**src/rtl/vector_ctrl_pkg.sv**
```systemverilog
// Control-word type, ALU/opcode constants and the ISA decode table for the vector sequencer.
// Opcodes 0x00-0x10 are defined; everything above decodes as the all-zero NOP word.
package vector_ctrl_pkg;

    typedef struct packed {
        logic       use_scalar_alu;
        logic       is_scalar_output;
        logic       is_scalar_reg1;
        logic       is_scalar_reg2;
        logic       result_selector_wb;
        logic       we_scalar_wb;
        logic       we_vector_wb;
        logic       wr_mem_m;
        logic       use_imm;
        logic       out_flag_m;
        logic [2:0] alu_control;
    } ctrl_word_t;

    localparam logic [2:0] AluAdd = 3'd0;
    localparam logic [2:0] AluSub = 3'd1;
    localparam logic [2:0] AluMul = 3'd2;
    localparam logic [2:0] AluAnd = 3'd3;
    localparam logic [2:0] AluOr  = 3'd4;
    localparam logic [2:0] AluXor = 3'd5;
    localparam logic [2:0] AluSll = 3'd6;
    localparam logic [2:0] AluSlt = 3'd7;

    localparam logic [4:0] OpNop    = 5'h00;
    localparam logic [4:0] OpVadd   = 5'h01;
    localparam logic [4:0] OpVsub   = 5'h02;
    localparam logic [4:0] OpVmul   = 5'h03;
    localparam logic [4:0] OpVaddi  = 5'h04;
    localparam logic [4:0] OpVsubs  = 5'h05;
    localparam logic [4:0] OpVand   = 5'h06;
    localparam logic [4:0] OpVld    = 5'h07;
    localparam logic [4:0] OpVst    = 5'h08;
    localparam logic [4:0] OpVred   = 5'h09;
    localparam logic [4:0] OpSadd   = 5'h0A;
    localparam logic [4:0] OpSaddi  = 5'h0B;
    localparam logic [4:0] OpSld    = 5'h0C;
    localparam logic [4:0] OpSst    = 5'h0D;
    localparam logic [4:0] OpVslt   = 5'h0E;
    localparam logic [4:0] OpVor    = 5'h0F;
    localparam logic [4:0] OpVbcast = 5'h10;

    localparam int unsigned NumOpcodes = 17;
    localparam ctrl_word_t  CtrlNop    = '0;

    // Flag order: scalar_alu, scalar_out, sreg1, sreg2, res_sel, we_s, we_v, wr_mem, imm, flag
    localparam ctrl_word_t DecodeTable [NumOpcodes] = '{
        ctrl_word_t'({10'b0000000000, AluAdd}),
        ctrl_word_t'({10'b0000001000, AluAdd}),
        ctrl_word_t'({10'b0000001000, AluSub}),
        ctrl_word_t'({10'b0000001000, AluMul}),
        ctrl_word_t'({10'b0000001010, AluAdd}),
        ctrl_word_t'({10'b0001001000, AluSub}),
        ctrl_word_t'({10'b0000001000, AluAnd}),
        ctrl_word_t'({10'b0000101010, AluAdd}),
        ctrl_word_t'({10'b0000000110, AluAdd}),
        ctrl_word_t'({10'b0100010000, AluAdd}),
        ctrl_word_t'({10'b1100010000, AluAdd}),
        ctrl_word_t'({10'b1100010010, AluAdd}),
        ctrl_word_t'({10'b1100110010, AluAdd}),
        ctrl_word_t'({10'b1000000110, AluAdd}),
        ctrl_word_t'({10'b0000000001, AluSlt}),
        ctrl_word_t'({10'b0000001000, AluOr}),
        ctrl_word_t'({10'b0010001000, AluOr})
    };

endpackage

```
**src/rtl/opcode_decoder.sv**
```systemverilog
// Combinational opcode decode: table lookup into a control word, flagging undefined opcodes.
module opcode_decoder
    import vector_ctrl_pkg::*;
#(
    parameter int unsigned OpcodeWidth = 5
) (
    input  logic [OpcodeWidth-1:0] opcode_i,
    output ctrl_word_t             ctrl_o,
    output logic                   illegal_o
);

    logic [31:0] op_ext;

    always_comb begin
        op_ext    = 32'(opcode_i);
        ctrl_o    = CtrlNop;
        illegal_o = 1'b1;
        for (int unsigned i = 0; i < NumOpcodes; i++) begin
            if (op_ext == i) begin
                ctrl_o    = DecodeTable[i];
                illegal_o = 1'b0;
            end
        end
    end

endmodule

```
**src/rtl/vector_control_sequencer.sv**
```systemverilog
// Issues decoded control words to execute, repeating vector ops over VECTOR_LANES/ALU_LANES beats.
// Optional ILLEGAL_OP_TRAP_EN adds an illegal-opcode trap and a sticky illegalStickyE output.
module vector_control_sequencer
    import vector_ctrl_pkg::*;
#(
    parameter int unsigned OPCODE_WIDTH = 5,
    parameter int unsigned VECTOR_LANES = 8,
    parameter int unsigned ALU_LANES    = 2
) (
    input  logic                            clk,
    input  logic                            reset,
    input  logic                            validD,
    input  logic [OPCODE_WIDTH-1:0]         opcodeD,
    output logic                            readyD,
    input  logic                            stallE,
    input  logic                            flushE,
    output logic                            useScalarAluE,
    output logic                            isScalarOutputE,
    output logic                            isScalarReg1E,
    output logic                            isScalarReg2E,
    output logic                            resultSelectorWBE,
    output logic                            writeEnableScalarWBE,
    output logic                            writeEnableVectorWBE,
    output logic                            writeToMemoryEnableME,
    output logic                            useInmediateE,
    output logic                            outFlagME,
    output logic [2:0]                      aluControlE,
    output logic                            validE,
    output logic [$clog2(VECTOR_LANES)-1:0] laneBaseE,
    output logic                            lastBeatE,
`ifdef ILLEGAL_OP_TRAP_EN
    output logic                            illegalStickyE,
`endif
    output logic                            illegalOpE
);

    localparam int unsigned Beats    = VECTOR_LANES / ALU_LANES;
    localparam int unsigned BeatW    = (Beats > 1) ? $clog2(Beats) : 1;
    localparam int unsigned LaneW    = $clog2(VECTOR_LANES);
    localparam int unsigned AluShift = $clog2(ALU_LANES);

    typedef enum logic [0:0] {StIdle, StBusy} state_e;

    state_e           state_q, state_d;
    logic [BeatW-1:0] beat_q, beat_d;
    ctrl_word_t       ctrl_q, ctrl_d;
    logic             valid_q, valid_d;
    logic             multi_q, multi_d;
    ctrl_word_t       dec_ctrl;
    logic             dec_illegal;
    logic             accept;
    logic             go_idle;

    opcode_decoder #(
        .OpcodeWidth(OPCODE_WIDTH)
    ) u_decoder (
        .opcode_i (opcodeD),
        .ctrl_o   (dec_ctrl),
        .illegal_o(dec_illegal)
    );

    assign lastBeatE = valid_q & (~multi_q | (beat_q == BeatW'(Beats - 1)));
    assign readyD    = ~reset & ~stallE & ~flushE & ((state_q == StIdle) | lastBeatE);
    assign accept    = validD & readyD;
    assign go_idle   = flushE | (~stallE & ~accept & (state_q == StBusy) & lastBeatE);

`ifdef ILLEGAL_OP_TRAP_EN
    logic illegal_q, illegal_d;
    logic sticky_q, sticky_d;
    assign illegalOpE     = illegal_q;
    assign illegalStickyE = sticky_q;
`else
    logic unused_dec_illegal;
    assign unused_dec_illegal = dec_illegal;
    assign illegalOpE         = 1'b0;
`endif

    always_comb begin
        state_d = state_q;
        beat_d  = beat_q;
        ctrl_d  = ctrl_q;
        valid_d = valid_q;
        multi_d = multi_q;
`ifdef ILLEGAL_OP_TRAP_EN
        illegal_d = illegal_q;
        sticky_d  = sticky_q;
`endif
        if (go_idle) begin
            state_d = StIdle;
            beat_d  = '0;
            ctrl_d  = CtrlNop;
            valid_d = 1'b0;
            multi_d = 1'b0;
`ifdef ILLEGAL_OP_TRAP_EN
            illegal_d = 1'b0;
`endif
        end else if (accept) begin
            state_d = StBusy;
            beat_d  = '0;
            ctrl_d  = dec_ctrl;
            valid_d = 1'b1;
            multi_d = dec_ctrl.we_vector_wb & ~dec_ctrl.use_scalar_alu & (Beats > 1);
`ifdef ILLEGAL_OP_TRAP_EN
            illegal_d = dec_illegal;
            sticky_d  = sticky_q | dec_illegal;
`endif
        end else if (!stallE && state_q == StBusy) begin
            beat_d = beat_q + 1'b1;
        end
    end

    always_ff @(posedge clk) begin
        if (reset) begin
            state_q <= StIdle;
            beat_q  <= '0;
            ctrl_q  <= CtrlNop;
            valid_q <= 1'b0;
            multi_q <= 1'b0;
`ifdef ILLEGAL_OP_TRAP_EN
            illegal_q <= 1'b0;
            sticky_q  <= 1'b0;
`endif
        end else begin
            state_q <= state_d;
            beat_q  <= beat_d;
            ctrl_q  <= ctrl_d;
            valid_q <= valid_d;
            multi_q <= multi_d;
`ifdef ILLEGAL_OP_TRAP_EN
            illegal_q <= illegal_d;
            sticky_q  <= sticky_d;
`endif
        end
    end

    assign validE                = valid_q;
    assign laneBaseE             = LaneW'(beat_q) << AluShift;
    assign useScalarAluE         = ctrl_q.use_scalar_alu;
    assign isScalarOutputE       = ctrl_q.is_scalar_output;
    assign isScalarReg1E         = ctrl_q.is_scalar_reg1;
    assign isScalarReg2E         = ctrl_q.is_scalar_reg2;
    assign resultSelectorWBE     = ctrl_q.result_selector_wb;
    assign writeEnableScalarWBE  = ctrl_q.we_scalar_wb;
    assign writeEnableVectorWBE  = ctrl_q.we_vector_wb;
    assign writeToMemoryEnableME = ctrl_q.wr_mem_m;
    assign useInmediateE         = ctrl_q.use_imm;
    assign outFlagME             = ctrl_q.out_flag_m;
    assign aluControlE           = ctrl_q.alu_control;

endmodule

```
**config.mk**
```make
export PLATFORM = sky130hd
export DESIGN_NAME = vector_control_sequencer
export DESIGN_NICKNAME = d
export VERILOG_FILES = /design/src/rtl/vector_ctrl_pkg.sv /design/src/rtl/opcode_decoder.sv /design/src/rtl/vector_control_sequencer.sv
export SDC_FILE = /design/constraint.sdc
export NUM_CORES = 1
export LEC_CHECK = 0
export CAP_MARGIN = 20
export CORE_MARGIN = 4
export CORE_UTILIZATION = 45
export CTS_CLUSTER_SIZE = 12
export DETAILED_ROUTE_END_ITERATION = 10
export HOLD_SLACK_MARGIN = 0.05
export PLACE_DENSITY = 0.85
export SYNTH_ARGS = -nofsm -noshare
export SYNTH_HDL_FRONTEND = slang
export SYNTH_SLANG_ARGS = --single-unit
```
**constraint.sdc**
```tcl
create_clock -name clk -period 4.7 [get_ports clk]
set_clock_uncertainty 0.2 [all_clocks]
set_input_delay 0.94 -clock clk [delete_from_list [all_inputs] [get_ports clk]]
set_output_delay 0.94 -clock clk [all_outputs]
set_load 0.1 [all_outputs]
```
==> results_dict.tcl <==
set metrics [dict create \
    yosysTopAreaCell "dfxtp_1" \
    area_growth_pct 37.52 \
    cts.htree.levels 1 \
    num_antenna_cells 0 \
    remaining_drc_errors 0 \
    setup_viol 0 \
    min_from "writeEnableVectorWBE" \
    die_area_sq_um 2509 \
    maxSlewHeadroom_pct 34.31 \
    synth_cell_types 33 \
    critical_path.max_fanout 3 \
    worst_slack_ns 1.353 \
    port_buffers 27 \
    grt_pass1_wl_microns 3353 \
    detail_route.vias_per_cell 5.518 \
    ys_ff_latch 16 \
    crit_type "reg -> out" \
    avgSynthCellArea_sq_um 8.955 \
    cts_setup_buffers 0 \
    dp_hpwl_microns 1378 \
    worstMarginPinSlew_ns 0.9823 \
    cp_data_required_time_ns 3.56 \
    drtIter0Drc 31 \
    core.rowCount 14 \
    vias 756 \
    hp-class "reg -> reg" \
    hold_viol_final 0 \
    synth_area_leaders "dfxtp_1 40%, a32o_1 7.5%, nand2_1 3.8%" \
    pwr_density_cell_nw_per_um2 258.8 \
    p_leak_nw 0.4148 \
    die_h_microns 50.09 \
    syn_inst 89 \
    grt_overflow_total 0 \
    startpoint_type "flop" \
    peakVddDrop_v 0.0001950 \
    rsz0062_at_grt "no" \
    max_cap_viol_count 0 \
    yosysSeqAreaShare_pct 40.19 \
    fillCellCount 128 \
    nNetsFinal 125 \
    drt_wl_total_microns 1844 \
    synth-warning-count 0 \
    antenna_found_initial 0 \
    clock_sinks 16 \
    clkTransAtPathRegs_ns 0.09 \
    hold_path_depth 1 \
    first_pass_iters 4 \
    fin_tns_setup_ns 0 \
    hold_buffers 0 \
    tritoncts "yes" \
    synth_top_area_share_pct 40.19 \
    place_congestion 0.8165 \
    grt_usage_pct 16.95 \
    period_share_pct 71.22 \
    cts_resized 0 \
    most-common-layout-cells "26 x clkdlybuf4s50_1, 16 x dfxtp_1, 8 x nand2_1" \
    grt_max_degree 13 \
    antenna_left 0 \
    wl_per_cell_microns 13.46 \
    fin_util_pct 68.76 \
    mostFrequentLayoutCell "clkdlybuf4s50_1" \
    io_pins 30 \
    cts_buffer_depth 2 \
    grt_pass1_vias 773 \
    maxSlewViolCount 0 \
    numCtsBuffers 3 \
    cp-startpoint "beat_q[0]" \
    clockRootBuffer "clkbuf_4" \
    end_kind "primary output" \
    largest_reg_flops 3 \
    fmax_mhz 298.7 \
    clock_latency_ns 0.28 \
    reg2regPathDepth 4 \
    rrSetupSlack_ns 2.69 \
    finalPower_uw 283.7 \
    outcome "complete, no violations" \
    syn_area_sq_um 797.0 \
    start_util_pct 50.00 \
    worstPathArrival_ns 2.21 \
    drive_gt1_share_pct 9.735 \
    pre_cts_ws_ns 1.490 \
    die_w_microns 50.09 \
    layout_min_cycle_time_ns 3.347 \
    core_area_sq_um 1594 \
    r2r_start "beat_q[0]" \
]
-- where the power goes --
part,total (mW),switching [mW],internal [mW]
combinational,0.0559,0.0386,0.0172
clock,0.0901,0.0430,0.0471
sequential,0.138,0.000913,0.137
-- per-layer routing --
layer	GRT usage (%)	wire length, microns	vias to the layer above	share of wire (%)
li1	-	-	367	-
met1	19.34	742	349	40
met2	29.57	911	38	49
met3	4.518	177	2	9.6
met4	6.452	12	0	0.65
met5	0	0	-	0
-- worst max-delay path, stage by stage (launching register included) --
cell and delay (ns):
dfxtp_1 0.38, ha_1 0.19, nor2b_1 0.07, nor2b_1 0.13, clkdlybuf4s50_1 1.15
-- logic make-up (layout without fill, tap and decap cells) --
group           Yosys count  after routing  share of synthesized area [%]
simple gates             33             33                          22.92
mux                       1              1                          1.256
buf+inv                  11             34                          7.536
other cells               1              2                         0.4705
flops                    16             16                          40.19
compound gates           23             23                          22.76
xor+xnor                  3              3                          3.297
fa+ha+maj                 1              1                          1.570
-- cells in the mapped netlist (all sizes together) --
master / count
a2111oi: 1
a211o: 1
a211oi: 2
a21o: 2
a21oi: 1
a22o: 3
a31oi: 2
a32o: 6
and3b: 1
buf: 4
clkbuf: 5
conb: 1
dfxtp: 16
ha: 1
inv: 2
mux2i: 1
nand2: 8
nand2b: 2
nand3: 2
nor2: 7
nor2b: 3
nor3: 2
nor3b: 1
nor4: 3
nor4b: 1
o21ai: 4
o2bb2ai: 1
or2: 2
or4: 1
xnor2: 2
xor2: 1
-- worst paths after layout --
check / to
setup / recovery: lastBeatE
hold / removal: writeEnableVectorWBE
setup reg to reg: aluControlE[2]
hold reg to reg: writeEnableVectorWBE
-- through the flow --
| stage | area (sq um) | hold WS, ns | instances |
|---|---|---|---|
| 6_report | 1096 | 0.2678 | 137 |
| 5_1_grt | 1096 | 0.3017 | 137 |
| 4_1_cts | 1096 | 0.2690 | 137 |
| 3_5_place_dp | 1060 | 0.2479 | 133 |
| 3_3_place_gp | 1060 | 0.2362 | 133 |
| 2_1_floorplan | 807.0 | 0.2337 | 90 |
-- final cells by class --
| cell class | instances | area, sq um | share of cell area (%) |
|---|---|---|---|
| timing repair buffer | 28 | 275.3 | 25.11 |
| sequential | 16 | 320.3 | 29.22 |
| inverter | 2 | 7.507 | 0.6849 |
| tap | 24 | 30.03 | 2.740 |
| clock buffer | 4 | 36.28 | 3.311 |
| multi-input combinational | 63 | 426.7 | 38.93 |
Note: power is estimated with default switching activity, not from simulation.
